$ cat config.mk
export PLATFORM = sky130hd
export DESIGN_NAME = axis_arb_mux
export DESIGN_NICKNAME = d
export VERILOG_FILES = /design/src/rtl/axis_arb_mux_pkg.sv /design/src/rtl/axis_skid_buf.sv /design/src/rtl/axis_arb_mux.sv
export SDC_FILE = /design/constraint.sdc
export NUM_CORES = 2
export LEC_CHECK = 0
export CAP_MARGIN = 20
export CORE_AREA = 2 2 734 736
export CTS_CLUSTER_DIAMETER = 30
export DETAILED_ROUTE_END_ITERATION = 8
export DIE_AREA = 0 0 736 738
export PLACE_DENSITY = 0.3
export SETUP_SLACK_MARGIN = 0.3
export SLEW_MARGIN = 20
export SYNTH_ARGS = -nofsm -noshare
export SYNTH_HDL_FRONTEND = slang
export SYNTH_HIERARCHICAL = 1
export SYNTH_SLANG_ARGS = --single-unit
$ cat constraint.sdc
create_clock -name axis_clk -period 4.3 [get_ports axis_clk]
set_input_delay 0.43 -clock axis_clk [delete_from_list [all_inputs] [get_ports axis_clk]]
set_output_delay 0.43 -clock axis_clk [all_outputs]
set_load 0.01 [all_outputs]
$ cat src/rtl/axis_arb_mux_pkg.sv
// ----------------------------------------------------------------------------
// axis_arb_mux_pkg : shared constants, FSM encoding and width helpers
// Revision: 1.0
// ----------------------------------------------------------------------------
`timescale 1ns/1ps
`default_nettype none

package axis_arb_mux_pkg;

  localparam int ARB_FIXED = 0;
  localparam int ARB_RR    = 1;

  typedef enum logic [0:0] {
    ST_IDLE = 1'b0,
    ST_LOCK = 1'b1
  } arb_state_t;

  function automatic int log2_ceil(input int n);
    int r;
    r = 0;
    for (int i = 0; i < 31; i++) begin
      if ((1 << i) < n) r = i + 1;
    end
    return r;
  endfunction

  function automatic int chan_id_width(input int n);
    return (n <= 2) ? 1 : log2_ceil(n);
  endfunction

  // MAX_BURST=0 (unlimited) still needs a one-bit counter to exist
  function automatic int burst_cnt_width(input int max_burst);
    return (max_burst < 1) ? 1 : log2_ceil(max_burst + 1);
  endfunction

endpackage

`default_nettype wire

$ cat src/rtl/axis_skid_buf.sv
// ----------------------------------------------------------------------------
// axis_skid_buf : 2-entry valid/ready skid buffer, registered input ready
// Revision: 1.0
// ----------------------------------------------------------------------------
`timescale 1ns/1ps
`default_nettype none

module axis_skid_buf #(
  parameter int WIDTH = 8
) (
  input  logic             clk,
  input  logic             rstn,
  input  logic             i_valid,
  output logic             o_ready,
  input  logic [WIDTH-1:0] i_data,
  output logic             o_valid,
  input  logic             i_ready,
  output logic [WIDTH-1:0] o_data
);

  logic             r_out_valid;
  logic [WIDTH-1:0] r_out_data;
  logic             r_skid_valid;
  logic [WIDTH-1:0] r_skid_data;

  assign o_ready = ~r_skid_valid;
  assign o_valid = r_out_valid;
  assign o_data  = r_out_data;

  always_ff @(posedge clk) begin
    if (!rstn) begin
      r_out_valid  <= 1'b0;
      r_out_data   <= '0;
      r_skid_valid <= 1'b0;
      r_skid_data  <= '0;
    end else if (i_valid && !r_skid_valid) begin
      // Park the beat in the skid slot only when the output is stalled
      if (!r_out_valid || i_ready) begin
        r_out_valid <= 1'b1;
        r_out_data  <= i_data;
      end else begin
        r_skid_valid <= 1'b1;
        r_skid_data  <= i_data;
      end
    end else if (r_out_valid && i_ready) begin
      if (r_skid_valid) begin
        r_out_data   <= r_skid_data;
        r_skid_valid <= 1'b0;
      end else begin
        r_out_valid <= 1'b0;
      end
    end
  end

endmodule

`default_nettype wire

$ cat src/rtl/axis_arb_mux.sv
// ----------------------------------------------------------------------------
// axis_arb_mux : N:1 AXI-stream arbitrating mux with packet lock and skid output
// Revision: 1.0
// ----------------------------------------------------------------------------
`timescale 1ns/1ps
`default_nettype none

module axis_arb_mux
  import axis_arb_mux_pkg::*;
#(
  parameter int NUM_CHAN       = 6,
  parameter int DATA_WIDTH     = 256,
  parameter int USER_WIDTH     = 8,
  parameter int ARB_MODE       = 1,
  parameter int USE_AXIS_TLAST = 1,
  parameter int MAX_BURST      = 16
) (
  input  logic                             axis_clk,
  input  logic                             axis_rstn,
  input  logic [NUM_CHAN-1:0]              s_axis_tvalid,
  output logic [NUM_CHAN-1:0]              s_axis_tready,
  input  logic [NUM_CHAN*DATA_WIDTH-1:0]   s_axis_tdata,
  input  logic [NUM_CHAN*USER_WIDTH-1:0]   s_axis_tuser,
  input  logic [NUM_CHAN-1:0]              s_axis_tlast,
  output logic                             m_axis_tvalid,
  input  logic                             m_axis_tready,
  output logic [DATA_WIDTH-1:0]            m_axis_tdata,
  output logic [USER_WIDTH-1:0]            m_axis_tuser,
  output logic                             m_axis_tlast,
  output logic [chan_id_width(NUM_CHAN)-1:0] m_axis_tid
);

  localparam int CW   = chan_id_width(NUM_CHAN);
  localparam int CW_B = burst_cnt_width(MAX_BURST);
  localparam int PW   = DATA_WIDTH + USER_WIDTH + 1 + CW;

  arb_state_t      r_state, w_state_nxt;
  logic [CW-1:0]   r_grant, w_grant_nxt;
  logic [CW-1:0]   r_ptr, w_ptr_nxt;
  logic [CW_B-1:0] r_burst, w_burst_nxt;
  logic [CW-1:0]   w_pick;
  logic            w_pick_vld;
  logic [CW:0]     w_sum;
  logic [CW-1:0]   w_idx;
  logic            w_skid_ready;
  logic            w_xfer;
  logic            w_release;
  logic            w_sel_last;
  logic [PW-1:0]   w_beat;
  logic [PW-1:0]   w_mbeat;

  logic [DATA_WIDTH-1:0] w_chan_data [NUM_CHAN];
  logic [USER_WIDTH-1:0] w_chan_user [NUM_CHAN];

  for (genvar n = 0; n < NUM_CHAN; n++) begin : g_unpack
    assign w_chan_data[n] = s_axis_tdata[n*DATA_WIDTH +: DATA_WIDTH];
    assign w_chan_user[n] = s_axis_tuser[n*USER_WIDTH +: USER_WIDTH];
  end

  // Scan starts at ptr in round-robin mode, at 0 in fixed mode
  always_comb begin
    w_pick     = '0;
    w_pick_vld = 1'b0;
    w_sum      = '0;
    w_idx      = '0;
    for (int i = 0; i < NUM_CHAN; i++) begin
      if (ARB_MODE == ARB_RR) begin
        w_sum = {1'b0, r_ptr} + (CW+1)'(i);
        if (w_sum >= (CW+1)'(NUM_CHAN)) w_sum = w_sum - (CW+1)'(NUM_CHAN);
      end else begin
        w_sum = (CW+1)'(i);
      end
      w_idx = w_sum[CW-1:0];
      if (!w_pick_vld && s_axis_tvalid[w_idx]) begin
        w_pick     = w_idx;
        w_pick_vld = 1'b1;
      end
    end
  end

  assign w_xfer     = (r_state == ST_LOCK) && s_axis_tvalid[r_grant] && w_skid_ready;
  assign w_sel_last = (USE_AXIS_TLAST != 0) ? s_axis_tlast[r_grant] : 1'b0;

  if (USE_AXIS_TLAST != 0) begin : g_rel_tlast
    assign w_release = w_xfer && s_axis_tlast[r_grant];
  end else if (MAX_BURST > 0) begin : g_rel_cap
    assign w_release = (w_xfer && (r_burst == CW_B'(MAX_BURST - 1))) || !s_axis_tvalid[r_grant];
  end else begin : g_rel_nocap
    assign w_release = !s_axis_tvalid[r_grant];
  end

  always_comb begin
    w_state_nxt   = r_state;
    w_grant_nxt   = r_grant;
    w_ptr_nxt     = r_ptr;
    w_burst_nxt   = r_burst;
    s_axis_tready = '0;
    case (r_state)
      ST_IDLE: begin
        if (w_pick_vld) begin
          w_state_nxt = ST_LOCK;
          w_grant_nxt = w_pick;
          w_burst_nxt = '0;
          w_ptr_nxt   = (w_pick == CW'(NUM_CHAN - 1)) ? '0 : w_pick + CW'(1);
        end
      end
      ST_LOCK: begin
        s_axis_tready[r_grant] = w_skid_ready;
        if (w_xfer && (r_burst != {CW_B{1'b1}})) w_burst_nxt = r_burst + CW_B'(1);
        if (w_release) w_state_nxt = ST_IDLE;
      end
      default: w_state_nxt = ST_IDLE;
    endcase
  end

  always_ff @(posedge axis_clk) begin
    if (!axis_rstn) begin
      r_state <= ST_IDLE;
      r_grant <= '0;
      r_ptr   <= '0;
      r_burst <= '0;
    end else begin
      r_state <= w_state_nxt;
      r_grant <= w_grant_nxt;
      r_ptr   <= w_ptr_nxt;
      r_burst <= w_burst_nxt;
    end
  end

  assign w_beat = {w_chan_data[r_grant], w_chan_user[r_grant], w_sel_last, r_grant};

  axis_skid_buf #(
    .WIDTH (PW)
  ) u_skid (
    .clk     (axis_clk),
    .rstn    (axis_rstn),
    .i_valid (w_xfer),
    .o_ready (w_skid_ready),
    .i_data  (w_beat),
    .o_valid (m_axis_tvalid),
    .i_ready (m_axis_tready),
    .o_data  (w_mbeat)
  );

  assign {m_axis_tdata, m_axis_tuser, m_axis_tlast, m_axis_tid} = w_mbeat;

endmodule

`default_nettype wire

Word-level counts from Yosys, hierarchy flattened
Index checks and enable logic that the tools add are counted.
Storage, ports and cells
  output and inout bits: 275
  register bits: 545
  input port bits: 1599
  word-level logic and storage cells: 127
Cells by class
  bitwise gates (word level): 5
  magnitude comparators: 15
  reductions and logical operators: 26
  add/subtract/negate cells: 12
  mux-type cells: 58
  eq/ne operators: 4
Operator list (number)
  $mux 268: 4
  $bmux 256 s3: 1
  $mux 256: 2
  $mux 3: 13
  $lt 3x4->1 const B: 7
  $bmux 1 s3: 8
  $bmux 8 s3: 1
  $mux 1: 24
  $ge 4x3->1 const B: 5
  $sub 3x3->3 const B: 6
  $mux 8: 2
  $logic_and 1x1->1: 11
  $add 3x2->4 const B: 2
  $add 3x3->4 const B: 2
  $logic_not 1->1: 7
  $and 6x6->6: 1
  $mux 6: 1
  $ne 2x2->1 const B: 3
  $reduce_and 2->1: 3
  $reduce_and 3->1: 2
  $add 3x1->4 const B: 1
  $ge 4x4->1 const B: 1
  $not 3->4: 1
  $reduce_bool 2->1: 2
  8 further kinds: 10

Logic depth before layout (Yosys ltp)
  depth in word-level cells: 22
  gate-level depth with buffers: 14
  mapped depth without buffers: 11

By module
Netlist, hierarchy kept.
By module, submodules not included
  axis_skid_buf: cells an instance 2398, instances 1, area an instance 21861.0 um2, seq. area each 10770.3 um2
  axis_arb_mux: cells an instance 2015, instances 1, area an instance 13842.0 um2, seq. area each 140.1 um2

Worst setup path before layout
Ideal clock, no wire load.
  kind: register to register
  start: register r_ptr[0]
  end: register r_ptr[1]
  arrival: 3.329 ns
  stages on the path, launching flop included: 15
  path slack: 0.897 ns
  setup time: 0.074 ns
  period minus slack after synthesis: 3.403 ns
  cell sequence: dfxtp_1 -> buf_2 -> buf_2 -> inv_1 -> ha_1 -> buf_2 -> nand3_1 -> mux2i_1 -> mux2_4 -> mux2_4 -> and4bb_4 -> nor4b_4 -> a21oi_2 -> or3b_1 -> a31oi_1
On the way
  word-level cells in the longest chain between the ends: 22
  elaborated cells between the ends (all ways): 61
  classes of those cells: 12 x add/sub; 6 x order compare; 1 x eq/ne; 31 x mux; 11 x reduce/logical
RTL lines
  start, declared: line axis_arb_mux.sv:39  | logic [CW-1:0] r_ptr, w_ptr_nxt;
  start signal, assigned: line axis_arb_mux.sv:125  | r_ptr <= w_ptr_nxt;
  branches (longest 22 deep; another with $add 3x1->4)
Several ways; the timed one is not identified. The select of a mux whose other input is x is not followed.
A chain may end at the register's enable or synchronous reset.

Final worst setup path
  start: register r_ptr[2]
  end: register r_ptr[1]
Same word-level chain as after synthesis.

==> impl_metrics.json <==
{
  "power_density_mw_per_mm2": 531,
  "finalNetCount": 7854,
  "utilization_pct": 13.4,
  "gp_congestion": 0.929,
  "synth_edf_count": 0,
  "synth_ff_type": "dfxtp_1",
  "status": "finished clean",
  "grt_pass1_vias": 46195,
  "numCtsBuffers": 213,
  "synth_area_leaders": "dfxtp_1 31%, mux2i_1 15%, mux2_2 8.5%",
  "die-area_mm2": 0.543,
  "synth_fp_nets": 6022,
  "tightest_slew_ns": 1.23,
  "num_vias": 46417,
  "top_level_ports": 1874,
  "track_usage_pct": 16.2,
  "cp.arrival_ns": 4.25,
  "p_leak_nw": 22.4,
  "path_class": "flip-flop to flip-flop",
  "die_w_um": 736,
  "core_mm2": 0.535,
  "hp-class": "input port to flip-flop",
  "cp_num_buf_inv": 2,
  "drtPass1Iterations": 6,
  "cpPeakStageDelay_ns": 0.53,
  "grt_max_degree": 161,
  "syn_inst": 4413,
  "min_period_ns": 3.48,
  "setup_tns_ns": 0,
  "fp.dieH_um": 738,
  "ant_nets": 0,
  "ys_seq_elements": 545,
  "maxSlewHeadroom_pct": 18.0,
  "clk_latency_ns": 0.86,
  "drt_wl_total_mm": 463,
  "tritoncts": "done",
  "fin_skew_ns": 0.0529,
  "drtIter0Drc": 2868,
  "clock_power_share_pct": 41.6,
  "antenna_found_initial": 476,
  "critPathMaxFanout": 14,
  "crit_path_cell_trace": "buf_4 -> ha_1 -> nor2b_1 -> o31a_1 -> nor4_1 -> nor3_2 -> and4bb_4 -> buf_4 -> a21oi_1 -> o21ai_0 -> a31oi_1",
  "synth_top_area_share_pct": 30.6,
  "synth_common_cells": "556 x nand2_1, 545 x dfxtp_1, 544 x mux2i_1, 387 x clkbuf_1, 288 x nor2_1",
  "power.switching_mw": 15.4,
  "rsz0062_at_grt": "false",
  "p_seq_share_pct": 14.6,
  "final.period_utilization_pct": 80.9,
  "vdd_drop_max_v": 0.000325,
  "critPathLaunchType": "flip-flop",
  "fillers": 61136,
  "setup_viol": 0,
  "area_growth_pct": 101,
  "port-buffer-count": 1873,
  "drc": 0,
  "cts_htree_levels": 4,
  "finalHoldViolations": 0,
  "post-synth-top-count-cell": "nand2_1",
  "drv_cap": 0,
  "synth-warning-count": 6,
  "synthDistinctLibCells": 60,
  "slew_viol_final": 0,
  "fmax_ghz": 0.287,
  "slowest_stage": "ha_1",
  "wire_per_inst_um": 34.1,
  "cts_resized": 0,
  "path_clk_slew_ns": 0.04,
  "vias_per_cell": 3.42,
  "grt_overflow": 0,
  "rows": 269,
  "grt_pass1_wl_mm": 563,
  "drive_gt1_share_pct": 13.8,
  "critPathCaptureType": "flip-flop",
  "cp_top_family": "compound AO/OA/AOI/OAI gates",
  "syn_avg_cell_area_um2": 8.09,
  "p_int_mw": 22.7,
  "syn_area_mm2": 0.0357,
  "cts_sinks": 545,
  "async_flop_share_pct": 0,
  "p_sw_share_pct": 40.4,
  "dp_hpwl_mm": 398,
  "worstPathRequired_ns": 5.07,
  "initial_core_util_pct": 6.67,
  "power_mw": 38.1,
  "clockBufferDepth": 4,
  "root_buffer": "clkbuf_16",
  "yosysSeqAreaShare_pct": 30.6,
  "yosysTopAreaCell": "dfxtp_1",
  "timing.critical_path.mode_cell": "buf_4",
  "comb_power_share_pct": 43.9
}
-- cell usage in the layout (no fill, tap or decap), types with 6 or more instances in the layout --
cell type / netlist / layout
clkdlybuf4s50_1: 0 / 1870
nand2_1: 556 / 556
dfxtp_1: 545 / 542
mux2i_1: 544 / 535
nor2_1: 288 / 287
a21oi_1: 279 / 278
mux2_2: 269 / 269
o211ai_1: 269 / 269
o21ai_1: 268 / 268
a22oi_1: 266 / 266
o22ai_1: 264 / 264
a21boi_1: 220 / 220
clkbuf_16: 0 / 213
buf_4: 2 / 170
diode_2: 0 / 128
clkbuf_8: 0 / 68
buf_12: 0 / 56
a21boi_0: 51 / 51
clkinv_2: 0 / 38
clkbuf_1: 387 / 30
bufinv_16: 0 / 18
o21ai_0: 15 / 15
ha_1: 10 / 10
mux2i_2: 0 / 8
nor3_1: 7 / 7
nand3_1: 7 / 7
clkinv_16: 0 / 7
inv_1: 6 / 6
-- path summary, 6_finish.rpt --
path | start | to | slack [ns] | depth (start not counted)
worst min-delay path | s_axis_tdata[1403] | u_skid/r_skid_data[135] | 0.33 | 5
worst min register to register | u_skid/r_skid_data[78] | u_skid/r_skid_data[78] | 0.45 | 2
worst max register to register | r_ptr[2] | r_ptr[1] | 0.82 | 11
worst max-delay path | r_ptr[2] | r_ptr[1] | 0.82 | 11
-- power by group through the flow --
stage / clock, mW / combinational (mW) / sequential [mW]
floorplan: 0 / 8.03 / 5.57
global placement: 0 / 17.2 / 5.64
detailed placement: 0 / 17.2 / 5.65
CTS: 16.2 / 17.2 / 5.57
global route: 16.5 / 17.8 / 5.58
finish: 15.8 / 16.7 / 5.55
-- timing repair --
action | 4_1_cts | 5_1_grt
hold buffers | 1 | 0
hold endpoints to repair | 1 | 0
buffers inserted | 0 | 0
-- stage by stage --
step / cell area (um^2) / hold WS (ns) / instances / setup slack, ns
2_1_floorplan: 35700 / 0.434 / 4413 / 0.897
3_3_place_gp: 63900 / 0.439 / 13074 / -0.141
3_5_place_dp: 63900 / 0.444 / 13075 / 0.766
4_1_cts: 71400 / 0.205 / 13461 / 0.703
5_1_grt: 71600 / 0.283 / 13538 / 0.508
6_report: 71700 / 0.335 / 13589 / 0.821
-- registers in the layout, summed over array words and instances, names as in the netlist --
register and flops:
u_skid/r_skid_valid 1, u_skid/o_valid 1, r_state 1, r_ptr 3
u_skid/r_skid_data 268, u_skid/o_data 268, r_grant 3
-- routing by layer --
layer  global-route usage, %  routed length, um  up-vias
met5                       0               2160        -
met3                    7.99              51000     1020
met4                    4.69              16800      322
met1                    17.4             172000    22350
met2                    27.9             221000     2510
li1                        -                  -    20215
-- worst min-delay path: stages --
cell             delay [ns]
clkdlybuf4s50_1        0.40
a21oi_1                0.12
o22ai_1                0.10
nand2_1                0.06
a21boi_1               0.05
-- cell families after synthesis --
kind of cell | count (synthesis) | share of synthesized area (%)
AO/OA/AOI/OAI | 1658 | 30.1
XOR/XNOR | 4 | 0.119
adder cells (fa/ha/maj) | 10 | 0.350
buffers and inverters | 491 | 5.33
flip-flops | 545 | 30.6
multiplexers | 815 | 23.8
AND/OR/NAND/NOR | 890 | 9.77
-- cell type report --
cell class                      count  area, um^2  area share [%]
Multi-Input combinational cell   3377       23000            32.1
Sequential cell                   545       10900            15.2
Timing Repair Buffer             2101       21200            29.5
Clock inverter                     74        1080            1.51
Clock buffer                      311        6380            8.89
Tap cell                         7046        8820            12.3
Inverter                            7        26.3          0.0366
Antenna cell                      128         320           0.447
No activity file was read; power rests on OpenSTA's default activity.
